===== config.mk =====
export PLATFORM = sky130hd
export DESIGN_NAME = mc_main_control
export DESIGN_NICKNAME = d
export VERILOG_FILES = /design/src/rtl/mc_main_control.sv
export SDC_FILE = /design/constraint.sdc
export NUM_CORES = 1
export LEC_CHECK = 0
export CAP_MARGIN = 20
export CORE_MARGIN = 10
export CORE_UTILIZATION = 66
export CTS_CLUSTER_SIZE = 40
export DETAILED_ROUTE_END_ITERATION = 8
export DONT_BUFFER_PORTS = 1
export PLACE_DENSITY = 0.93
export SYNTH_ARGS = -nofsm -noshare
export SYNTH_HDL_FRONTEND = slang
export SYNTH_SLANG_ARGS = --single-unit

===== constraint.sdc =====
create_clock -name clk -period 5.86 [get_ports clk]
set_clock_uncertainty 0.2 [all_clocks]
set_input_delay 1.172 -clock clk [delete_from_list [all_inputs] [get_ports clk]]
set_output_delay 1.172 -clock clk [all_outputs]
set_load 0.03 [all_outputs]

===== src/rtl/mc_main_control.sv =====
// Multi-cycle MIPS main control FSM: opcode decode, datapath control sequencing,
// memory wait handshake, illegal-opcode flag and retired-instruction counter.
module mc_main_control #(
  parameter int CNT_W = 16
) (
  input  logic             clk,
  input  logic             reset,
  input  logic [5:0]       opcode,
  input  logic             mem_ready,
  output logic             pc_write,
  output logic             pc_write_cond,
  output logic             i_or_d,
  output logic             mem_read,
  output logic             mem_write,
  output logic             mem_to_reg,
  output logic             ir_write,
  output logic             reg_dst,
  output logic             reg_write,
  output logic             alu_src_a,
  output logic [1:0]       alu_src_b,
  output logic [1:0]       pc_source,
  output logic [1:0]       alu_op,
  output logic [3:0]       state,
  output logic             illegal_op,
  output logic [CNT_W-1:0] instr_count
);

  typedef enum logic [3:0] {
    S_FETCH     = 4'd0,
    S_DECODE    = 4'd1,
    S_MEM_ADDR  = 4'd2,
    S_MEM_READ  = 4'd3,
    S_MEM_WB    = 4'd4,
    S_MEM_WRITE = 4'd5,
    S_EXECUTE   = 4'd6,
    S_R_WB      = 4'd7,
    S_BRANCH    = 4'd8,
    S_JUMP      = 4'd9,
    S_ADDI_EX   = 4'd10,
    S_ADDI_WB   = 4'd11
  } state_e;

  localparam logic [5:0] OP_R    = 6'b000000;
  localparam logic [5:0] OP_LW   = 6'b100011;
  localparam logic [5:0] OP_SW   = 6'b101011;
  localparam logic [5:0] OP_BEQ  = 6'b000100;
  localparam logic [5:0] OP_J    = 6'b000010;
  localparam logic [5:0] OP_ADDI = 6'b001000;

  typedef struct packed {
    logic       pc_write;
    logic       pc_write_cond;
    logic       i_or_d;
    logic       mem_read;
    logic       mem_write;
    logic       mem_to_reg;
    logic       reg_dst;
    logic       reg_write;
    logic       alu_src_a;
    logic [1:0] alu_src_b;
    logic [1:0] pc_source;
    logic [1:0] alu_op;
  } ctrl_t;

  // Moore control word for a state; unused codes decode to all strobes off.
  function automatic ctrl_t decode_ctrl(state_e s);
    ctrl_t c;
    c = '0;
    case (s)
      S_FETCH: begin
        c.mem_read  = 1'b1;
        c.alu_src_b = 2'b01;
      end
      S_DECODE:   c.alu_src_b = 2'b11;
      S_MEM_ADDR, S_ADDI_EX: begin
        c.alu_src_a = 1'b1;
        c.alu_src_b = 2'b10;
      end
      S_MEM_READ: begin
        c.mem_read = 1'b1;
        c.i_or_d   = 1'b1;
      end
      S_MEM_WRITE: begin
        c.mem_write = 1'b1;
        c.i_or_d    = 1'b1;
      end
      S_MEM_WB: begin
        c.reg_write  = 1'b1;
        c.mem_to_reg = 1'b1;
      end
      S_EXECUTE: begin
        c.alu_src_a = 1'b1;
        c.alu_op    = 2'b10;
      end
      S_R_WB: begin
        c.reg_write = 1'b1;
        c.reg_dst   = 1'b1;
      end
      S_ADDI_WB:  c.reg_write = 1'b1;
      S_BRANCH: begin
        c.alu_src_a     = 1'b1;
        c.alu_op        = 2'b01;
        c.pc_write_cond = 1'b1;
        c.pc_source     = 2'b01;
      end
      S_JUMP: begin
        c.pc_write  = 1'b1;
        c.pc_source = 2'b10;
      end
      default: c = '0;
    endcase
    return c;
  endfunction

  state_e           state_q, state_d;
  ctrl_t            ctrl_q;
  logic             illegal_q;
  logic [CNT_W-1:0] count_q;
  logic             known_op;
  logic             retire;
  logic             fetch_go;

  assign known_op = (opcode == OP_R)   || (opcode == OP_LW) || (opcode == OP_SW) ||
                    (opcode == OP_BEQ) || (opcode == OP_J)  || (opcode == OP_ADDI);

  always_comb begin
    state_d = state_q;
    case (state_q)
      S_FETCH:     if (mem_ready) state_d = S_DECODE;
      S_DECODE: begin
        case (opcode)
          OP_R:         state_d = S_EXECUTE;
          OP_LW, OP_SW: state_d = S_MEM_ADDR;
          OP_BEQ:       state_d = S_BRANCH;
          OP_J:         state_d = S_JUMP;
          OP_ADDI:      state_d = S_ADDI_EX;
          default:      state_d = S_FETCH;
        endcase
      end
      S_MEM_ADDR:  state_d = (opcode == OP_LW) ? S_MEM_READ : S_MEM_WRITE;
      S_MEM_READ:  if (mem_ready) state_d = S_MEM_WB;
      S_MEM_WRITE: if (mem_ready) state_d = S_FETCH;
      S_EXECUTE:   state_d = S_R_WB;
      S_ADDI_EX:   state_d = S_ADDI_WB;
      default:     state_d = S_FETCH;
    endcase
  end

  always_comb begin
    retire = 1'b0;
    case (state_q)
      S_MEM_WB, S_R_WB, S_ADDI_WB, S_BRANCH, S_JUMP: retire = 1'b1;
      S_MEM_WRITE: retire = mem_ready;
      default:     retire = 1'b0;
    endcase
  end

  // NOTE: all state updates use non-blocking assignments so every register
  // samples the pre-edge values regardless of statement order.
  always_ff @(posedge clk) begin
    if (reset) begin
      state_q   <= S_FETCH;
      ctrl_q    <= decode_ctrl(S_FETCH);
      illegal_q <= 1'b0;
      count_q   <= '0;
    end else begin
      state_q   <= state_d;
      ctrl_q    <= decode_ctrl(state_d);
      illegal_q <= (state_q == S_DECODE) && !known_op;
      if (retire) count_q <= count_q + CNT_W'(1);
    end
  end

  // IR and PC load in FETCH follow mem_ready in the same cycle.
  assign fetch_go      = (state_q == S_FETCH) && mem_ready;
  assign ir_write      = fetch_go;
  assign pc_write      = ctrl_q.pc_write | fetch_go;
  assign pc_write_cond = ctrl_q.pc_write_cond;
  assign i_or_d        = ctrl_q.i_or_d;
  assign mem_read      = ctrl_q.mem_read;
  assign mem_write     = ctrl_q.mem_write;
  assign mem_to_reg    = ctrl_q.mem_to_reg;
  assign reg_dst       = ctrl_q.reg_dst;
  assign reg_write     = ctrl_q.reg_write;
  assign alu_src_a     = ctrl_q.alu_src_a;
  assign alu_src_b     = ctrl_q.alu_src_b;
  assign pc_source     = ctrl_q.pc_source;
  assign alu_op        = ctrl_q.alu_op;
  assign state         = state_q;
  assign illegal_op    = illegal_q;
  assign instr_count   = count_q;

endmodule


# == Yosys cells after proc, flatten, opt, wreduce, memory -nomap -nowiden ==
# Index checks and enable logic that the tools add are counted.
# op_classes
n_addsub,1
n_bitwise,1
muxes,19
n_eq_ne,27
n_reduce_logical,18
# op_table
op,n
== test 4 x 3 -> 1 bit (second input constant),8
== test 4 bit (second input constant),8
case mux 4 bit (7 select lines),1
case mux 4 bit (5 select lines),1
adder 16 x 1 -> 16 bit (second input constant),1
== test 4 x 2 -> 1 bit (second input constant),4
== test 6 bit (second input constant),2
2-to-1 mux 4 bit,3
2-to-1 mux 1 bit,9
== test 4 x 1 -> 1 bit (second input constant),2
zero test 4 bit,2
case mux 2 bit (2 select lines),2
OR reduction 2 bit,4
== test 6 x 2 -> 1 bit (second input constant),1
== test 6 x 3 -> 1 bit (second input constant),1
== test 6 x 4 -> 1 bit (second input constant),1
zero test 6 bit,1
case mux 2 bit (3 select lines),1
logical OR 1 bit,5
OR reduction 5 bit,1
OR reduction 4 bit,1
2-to-1 mux 3 bit,1
OR reduction 3 bit,1
logical AND 1 bit,2
other kinds (3),3
# totals
register_bits,36
word_cells,81
out_inout_bits,37
inputBits,9

# == Longest topological paths before layout ==
# Gate-level depths: netlist (run 1).
# logic_depth
word_depth,8
mapped_depth,7
depth_no_buf,6

# == Least setup slack after synthesis (run 1) ==
# Ideal clock, no wire load.
# synth_timing
kind,input-to-output
start,input mem_ready
end,output pc_write
path_slack_ns,1.948
path_buffers,0
cell_stages,3
arrival_time_ns,2.540
required_time_ns,4.488
path_cell_list,nand2b_1 > nor4_1 > or2_2
# synth_between
elab_chain_cells,2
# synth_rtl
element,line_no,source
start: declaration,9,"input logic mem_ready,"
logical AND 1 bit,175,assign fetch_go = (state_q == S_FETCH) && mem_ready;
via ir_write,16,"output logic ir_write,"
bitwise OR 1 bit,177,assign pc_write = ctrl_q.pc_write | fetch_go;
end: declaration,10,"output logic pc_write,"
# The timed path passes the listed nets, and every way through them passes these cells.

# == Worst setup path after layout (run 1) ==
# layout_timing
start,register state_q[2] (netlist: state[2])
end,output pc_write
# layout_between
elab_chain_cells,3
# layout_rtl
element,line_no,source
start: declaration,115,"state_e state_q, state_d;"
start signal: assignment,167,state_q <= state_d;
zero test 4 bit,175,
logical AND 1 bit,175,
bitwise OR 1 bit,177,
# Every way passes these cells.

==> results.ini, run 1 <==
[detailed_routing]
vias = 1501
drcViolationCount = 0
routed_via_density = 6.73
wl_um = 4270
wl_per_cell_um = 19.1
antenna_left = 0
drt_iter0_drc = 174
dr.pass1.iters = 4

[layout]
final.fill_count = 185
fin_nets = 202
largest_reg_flops = 16
area_growth_pct = 3.85
diodes = 0
drive_gt1_share_pct = 9.33
layout_commonest_cell = dfxtp_1
post-route-util_pct = 72.3
final_cell_mix = dfxtp_1 (34), nor2_1 (19), a21oi_1 (11)

[power]
seqPwrFrac_pct = 55.3
pwr-share-comb_pct = 4.4
vdd_drop_max_mv = 0.178
clkPwrFrac_pct = 40.3
switching_share_pct = 24.3
p_total_uw = 437
p_int_uw = 331
powerDensity_nw_per_um2 = 244
p_sw_uw = 106
p_leak_nw = 0.611

[timing]
hold_viol = 0
rsz0062_at_grt = false
maxSlewViolCount = 0
timing.final.crit_share_pct = 57.8
tightestPinTransition_ps = 822
finalSetupViolations = 0
period_needed_ps = 3390
fmax_ghz = 0.295
max_slew_margin_pct = 45.1
tns_ps = 0

[clock_network]
numCtsBuffers = 5
hold_buffers = 0
cts_tree = built
ctsRootBufferMaster = clkbuf_4
cts_setup_buffers = 0
cts.sinks = 34
path_clk_slew_ps = 110
post_cts_resized = 0
clk_path_buf_depth = 2
h-tree-depth = 2
clk_latency_ps = 360

[synthesis]
yosys_warnings = 0
ys_ff_latch = 34
netlist_instances = 195
synth_ff_type = dfxtp_1
syn_area_um2 = 1720
ys_types = 58
syn-num-nets = 205
ys_seq_area_share_pct = 39.5
synth.avg_cell_area_um2 = 8.84
synth_edf_count = 0
async_flop_share_pct = 0

[placement]
io_buffers = 0
dp_hpwl_um = 3040
gp_congestion = 0.845

[flow_run]
maxCapViolations = 0

[global_route]
grt-ovfl-total = 0
grt_max_degree = 30
antenna_found_initial = 0
first_global_vias = 1353
grt_first_pass_wirelength_um = 6690
grt_util_all_layers_pct = 16.0

[min_path]
min_path_type = flop to flop
min_path_cells = 2
worstHoldEndpoint = instr_count[10]
min_from = instr_count[10]

[setup_path]
cp.required_ps = 4490
rrSetupSlack_ps = 3240
end_kind = primary output
startpoint = state[2]
reg2reg_to = instr_count[9]
worst_setup_path_start_kind = flop
rr_worst_depth = 4
crit_type = flop to primary output
critPathMaxFanout = 16
crit_arrival_ps = 2010
rr_startpoint = state[0]

[floorplan]
dieArea_um2 = 5060
rows = 18
die_h_um = 71.1
core_region_area_um2 = 2480
io-pin-count = 46
die_w_um = 71.1
start_util_pct = 69.6

[outcome]
status = completed

==> area by class of cell <==
class / instances / area (um2) / area share, %
inverters: 8 / 30.0 / 1.68
clock buffers: 5 / 37.5 / 2.10
flip-flops and latches: 34 / 681 / 38.0
multi-input cells: 142 / 952 / 53.2
repair buffers: 1 / 7.51 / 0.419
well taps: 30 / 37.5 / 2.10
clock inverters: 3 / 45.0 / 2.52
==> layer usage <==
metal	wire [um]	vias up	track usage (%)	share of wire, %
met1	1610	690	17.1	38
li1	-	708	-	-
met5	0	-	0	0
met4	92	0	6.02	2.2
met2	1990	91	24.9	47
met3	575	12	9.90	13
==> worst max-delay path, cell delays in order, from the launching register on <==
cell	delay, ps
dfxtp_1	830
nand2b_1	210
nor4_1	50
buf_4	210
or2_2	370
==> metrics by stage <==
step | worst slack (ps) | hold slack, ps | cells | instance area [um2]
2_1_floorplan | 1950 | 410 | 195 | 1720
3_3_place_gp | 2620 | 424 | 215 | 1710
3_5_place_dp | 2620 | 449 | 215 | 1710
4_1_cts | 2470 | 462 | 223 | 1790
5_1_grt | 2370 | 489 | 223 | 1790
6_report | 2470 | 457 | 223 | 1790
==> power by group through the flow <==
stage | sequential [mW] | clock (mW) | combinational, mW
global placement | 0.247 | 0 | 0.0184
finish | 0.241 | 0.176 | 0.0194
global route | 0.242 | 0.187 | 0.0210
detailed placement | 0.247 | 0 | 0.0192
floorplan | 0.244 | 0 | 0.0198
CTS | 0.242 | 0.180 | 0.0193
==> cells by family after synthesis <==
family	after synthesis	synth area share (%)
and+or+nand+nor	91	32.5
AOI/OAI and AO/OA	41	17.2
DFF	34	39.5
buffers and inverters	19	5.30
xor gates and xnor gates	7	3.56
muxes	2	1.23
adders and majority gates	1	0.726
==> worst max-delay path by stage <==
| stage | to | slack, ps | depth (start not counted) |
|---|---|---|---|
| 2_1_floorplan | pc_write | 1950 | 3 |
| 3_3_place_gp | pc_write | 2620 | 4 |
| 3_5_place_dp | pc_write | 2620 | 4 |
| 4_1_cts | pc_write | 2470 | 4 |
| 5_1_grt | pc_write | 2370 | 4 |
| 6_report | pc_write | 2470 | 4 |
==> synthesized netlist by cell type, drive strengths merged (2+ instances only) <==
| cell type | instances | area, um2 |
|---|---|---|
| nor4b | 2 | 23.8 |
| clkbuf | 4 | 15.0 |
| dfxtp | 34 | 681 |
| o311a | 2 | 20.0 |
| a21o | 2 | 15.0 |
| and2b | 2 | 17.5 |
| nor3 | 9 | 45.0 |
| nand4bb | 2 | 38.8 |
| or2 | 2 | 12.5 |
| nand2 | 5 | 18.8 |
| nand4 | 2 | 12.5 |
| nor4 | 5 | 37.5 |
| nor2 | 19 | 71.3 |
| o31ai | 4 | 30.0 |
| o211ai | 2 | 15.0 |
| nand2b | 2 | 12.5 |
| nor2b | 3 | 18.8 |
| inv | 8 | 30.0 |
| nor3b | 6 | 45.0 |
| nand3 | 8 | 40.0 |
| o21ai | 6 | 30.0 |
| or4 | 3 | 22.5 |
| and2 | 3 | 18.8 |
| buf | 7 | 46.3 |
| a31oi | 2 | 12.5 |
| or3 | 4 | 25.0 |
| and4 | 2 | 17.5 |
| nand3b | 2 | 15.0 |
| xnor2 | 6 | 52.6 |
| a21oi | 12 | 71.3 |
| and3 | 8 | 50.1 |
No activity file was read; power rests on OpenSTA's default activity.
==> inputs of run 2 (changes only) <==
- ABC_AREA: unset -> 1
- CORE_UTILIZATION: 66 -> 62
- PLACE_DENSITY: 0.93 -> 0.89
- clock period: 5.86 -> 3.4 ns (I/O delays scaled with it)
==> run 2 against run 1 <==
Effect of this change:
- hold slack got worse by 270 ps
- utilization is 3.8 points lower
- non-clock buffer count is 1 lower
- power grew 88%
- sequential share of layout area fell by 2.0 points
- critical path depth unchanged
- synthesized area up 3.6%
- routed wire length is 3.1% lower
- via count up 13%
- critical path type unchanged
- combinational power rose by 74%
- largest power group unchanged
- critical endpoint unchanged
- worst setup slack worse by 1900 ps
==> results.ini, run 2 <==
[detailed_routing]
wl_per_cell_um = 13.4
drcViolationCount = 0
routed_via_density = 5.49
wl_um = 4140
met2_length_um = 2080
wl_met3_um = 529
vias = 1690
drt_iter0_drc = 177
dr.max_layer_used = met4
wl_met1_um = 1480
dr.pass1.iters = 4
antenna_left = 0

[clock_network]
h-tree-depth = 2
cts_tree = built
hold_buffers = 0
clk_latency_ps = 340
ctsRootBufferMaster = clkbuf_4
clk_path_buf_depth = 2
path_clk_slew_ps = 120
cts_setup_buffers = 0
cts.sinks = 34
numCtsBuffers = 5
post_cts_resized = 0

[floorplan]
start_util_pct = 64.8
core_region_area_um2 = 2760
io-pin-count = 46
rows = 19
dieArea_um2 = 5430
die_w_um = 73.7
die_h_um = 73.7

[setup_path]
critical-path-top-delay-family = simple AND/OR/NAND/NOR gates
slowest_stage = dfxtp_1
crit_arrival_ps = 1910
reg2reg_to = instr_count[8]
crit_buf_inv = 1
path_cells = nor2_2 -> nand4_1 -> inv_1 -> or2_2
max_stage_delay_ps = 470
end_kind = primary output
rrSetupSlack_ps = 1410
rr_startpoint = instr_count[0]
worst_setup_path_start_kind = flop
cp.required_ps = 2520
crit_type = flop to primary output
critPathMaxFanout = 7
rr_worst_depth = 7

[synthesis]
ys_seq_area_share_pct = 38.1
netlist_instances = 275
yosysMostFrequentCell = nand2_1
synth.avg_cell_area_um2 = 6.50
syn_area_um2 = 1790
synth_ff_type = dfxtp_1
yosys_warnings = 0
synthTopCellsByCount = nand2_1 (85), nor2_1 (38), dfxtp_1 (34)
ys_types = 24
synth_area_leaders = dfxtp_1 (38%), nand2_1 (18%), nor2_1 (8.0%)
syn-num-nets = 285
yosysTopAreaCellShare_pct = 38.1
synth_edf_count = 0
async_flop_share_pct = 0
ys_ff_latch = 34
yosysTopAreaCell = dfxtp_1

[power]
powerDensity_nw_per_um2 = 435
seqPwrFrac_pct = 50.5
switching_share_pct = 21.8
vdd_drop_max_mv = 0.573
p_int_uw = 642
clkPwrFrac_pct = 45.4
p_leak_nw = 0.847
p_total_uw = 821
p_sw_uw = 179
pwr-share-comb_pct = 4.1

[placement]
dp_cells = 300
gp_congestion = 0.933
io_buffers = 0
dp_hpwl_um = 3170

[min_path]
worstHoldEndpoint = instr_count[9]
min_from = reset
min_path_type = primary input to flop
min_path_cells = 1

[layout]
largest_reg_flops = 16
final.fill_count = 236
final_cells = 308
area_growth_pct = 5.74
fin_nets = 286
drive_gt1_share_pct = 10.5
diodes = 0
layout_commonest_cell = nand2_1
final_cell_mix = nand2_1 (85), nor2_1 (38), dfxtp_1 (34)

[flow_run]
maxCapViolations = 0

[timing]
max_slew_margin_pct = 61.6
maxSlewViolCount = 0
tns_ps = 0
period_needed_ps = 2790
fmax_ghz = 0.358
rsz0062_at_grt = false
tightestPinTransition_ps = 576
finalSetupViolations = 0
hold_viol = 0
timing.final.crit_share_pct = 82.1

[global_route]
grt_util_all_layers_pct = 16.0
grt_first_pass_wirelength_um = 6930
grt_max_degree = 20
antenna_found_initial = 0
grt-ovfl-total = 0
first_global_vias = 1557

[outcome]
status = completed

-- run 2: changes by cell type in the layout (fill, tap and decap cells not counted), moves of 8 or more --
cell and change:
nor2_1 +19, and3_1 -8, nand3_1 +16, nor2_2 +9, inv_1 +20, nand2_1 +80
-- run 2: cell families (layout without fill, tap and decap cells) --
family | Yosys count | in the layout | share of synthesized area (%)
DFF | 34 | 34 | 38.1
adders and majority gates | 1 | 1 | 0.700
AOI/OAI and AO/OA | 22 | 22 | 6.16
xor gates and xnor gates | 8 | 8 | 3.92
and+or+nand+nor | 172 | 172 | 42.0
buffers and inverters | 38 | 40 | 9.10
-- run 2: through the flow --
step | utilization [%] | area (um2) | hold slack, ps | setup slack (ps)
2_1_floorplan | - | 1790 | 406 | 1150
3_3_place_gp | 64.7 | 1780 | 430 | 1010
3_5_place_dp | 64.7 | 1780 | 440 | 976
4_1_cts | 68.5 | 1890 | 175 | 601
5_1_grt | 68.5 | 1890 | 155 | 487
6_report | 68.5 | 1890 | 190 | 608
-- run 2: worst max path at each step --
stage / startpoint / end / slack (ps) / depth (start not counted)
final: state[2] / pc_write / 610 / 4
after detailed placement: state[2] / pc_write / 980 / 4
after floorplan: state[2] / pc_write / 1150 / 4
after global placement: state[2] / pc_write / 1010 / 4
after global routing: state[2] / pc_write / 490 / 4
after CTS: state[2] / pc_write / 600 / 4
-- run 2: metal layers --
layer	up-vias	global-route usage [%]
met5	-	0
met4	0	6.00
met3	7	8.75
met2	61	27.6
met1	756	15.8
li1	866	-
-- run 2: power by group through the flow --
stage | Sequential, mW | Combinational, mW | Clock, mW
global route | 0.416 | 0.0383 | 0.400
finish | 0.415 | 0.0337 | 0.373
floorplan | 0.423 | 0.0326 | 0
global placement | 0.425 | 0.0329 | 0
CTS | 0.415 | 0.0338 | 0.379
detailed placement | 0.424 | 0.0338 | 0
-- run 2: worst reg2reg max path: cells and delay by family (launching register included) --
kind,cells,cell delay (ps)
XOR/XNOR,1,140
AO/OA/AOI/OAI,1,130
adder cells (fa/ha/maj),1,370
AND/OR/NAND/NOR,3,440
flip-flops,1,600
buffers and inverters,1,70
-- run 2: final cells by class --
| class | count | area (um2) | share of cell area (%) |
|---|---|---|---|
| inverter | 32 | 120 | 6.36 |
| sequential | 34 | 681 | 36.0 |
| tap | 31 | 38.8 | 2.05 |
| multi-input combinational | 203 | 943 | 49.9 |
| clock buffer | 5 | 37.5 | 1.99 |
| clock inverter | 3 | 68.8 | 3.64 |
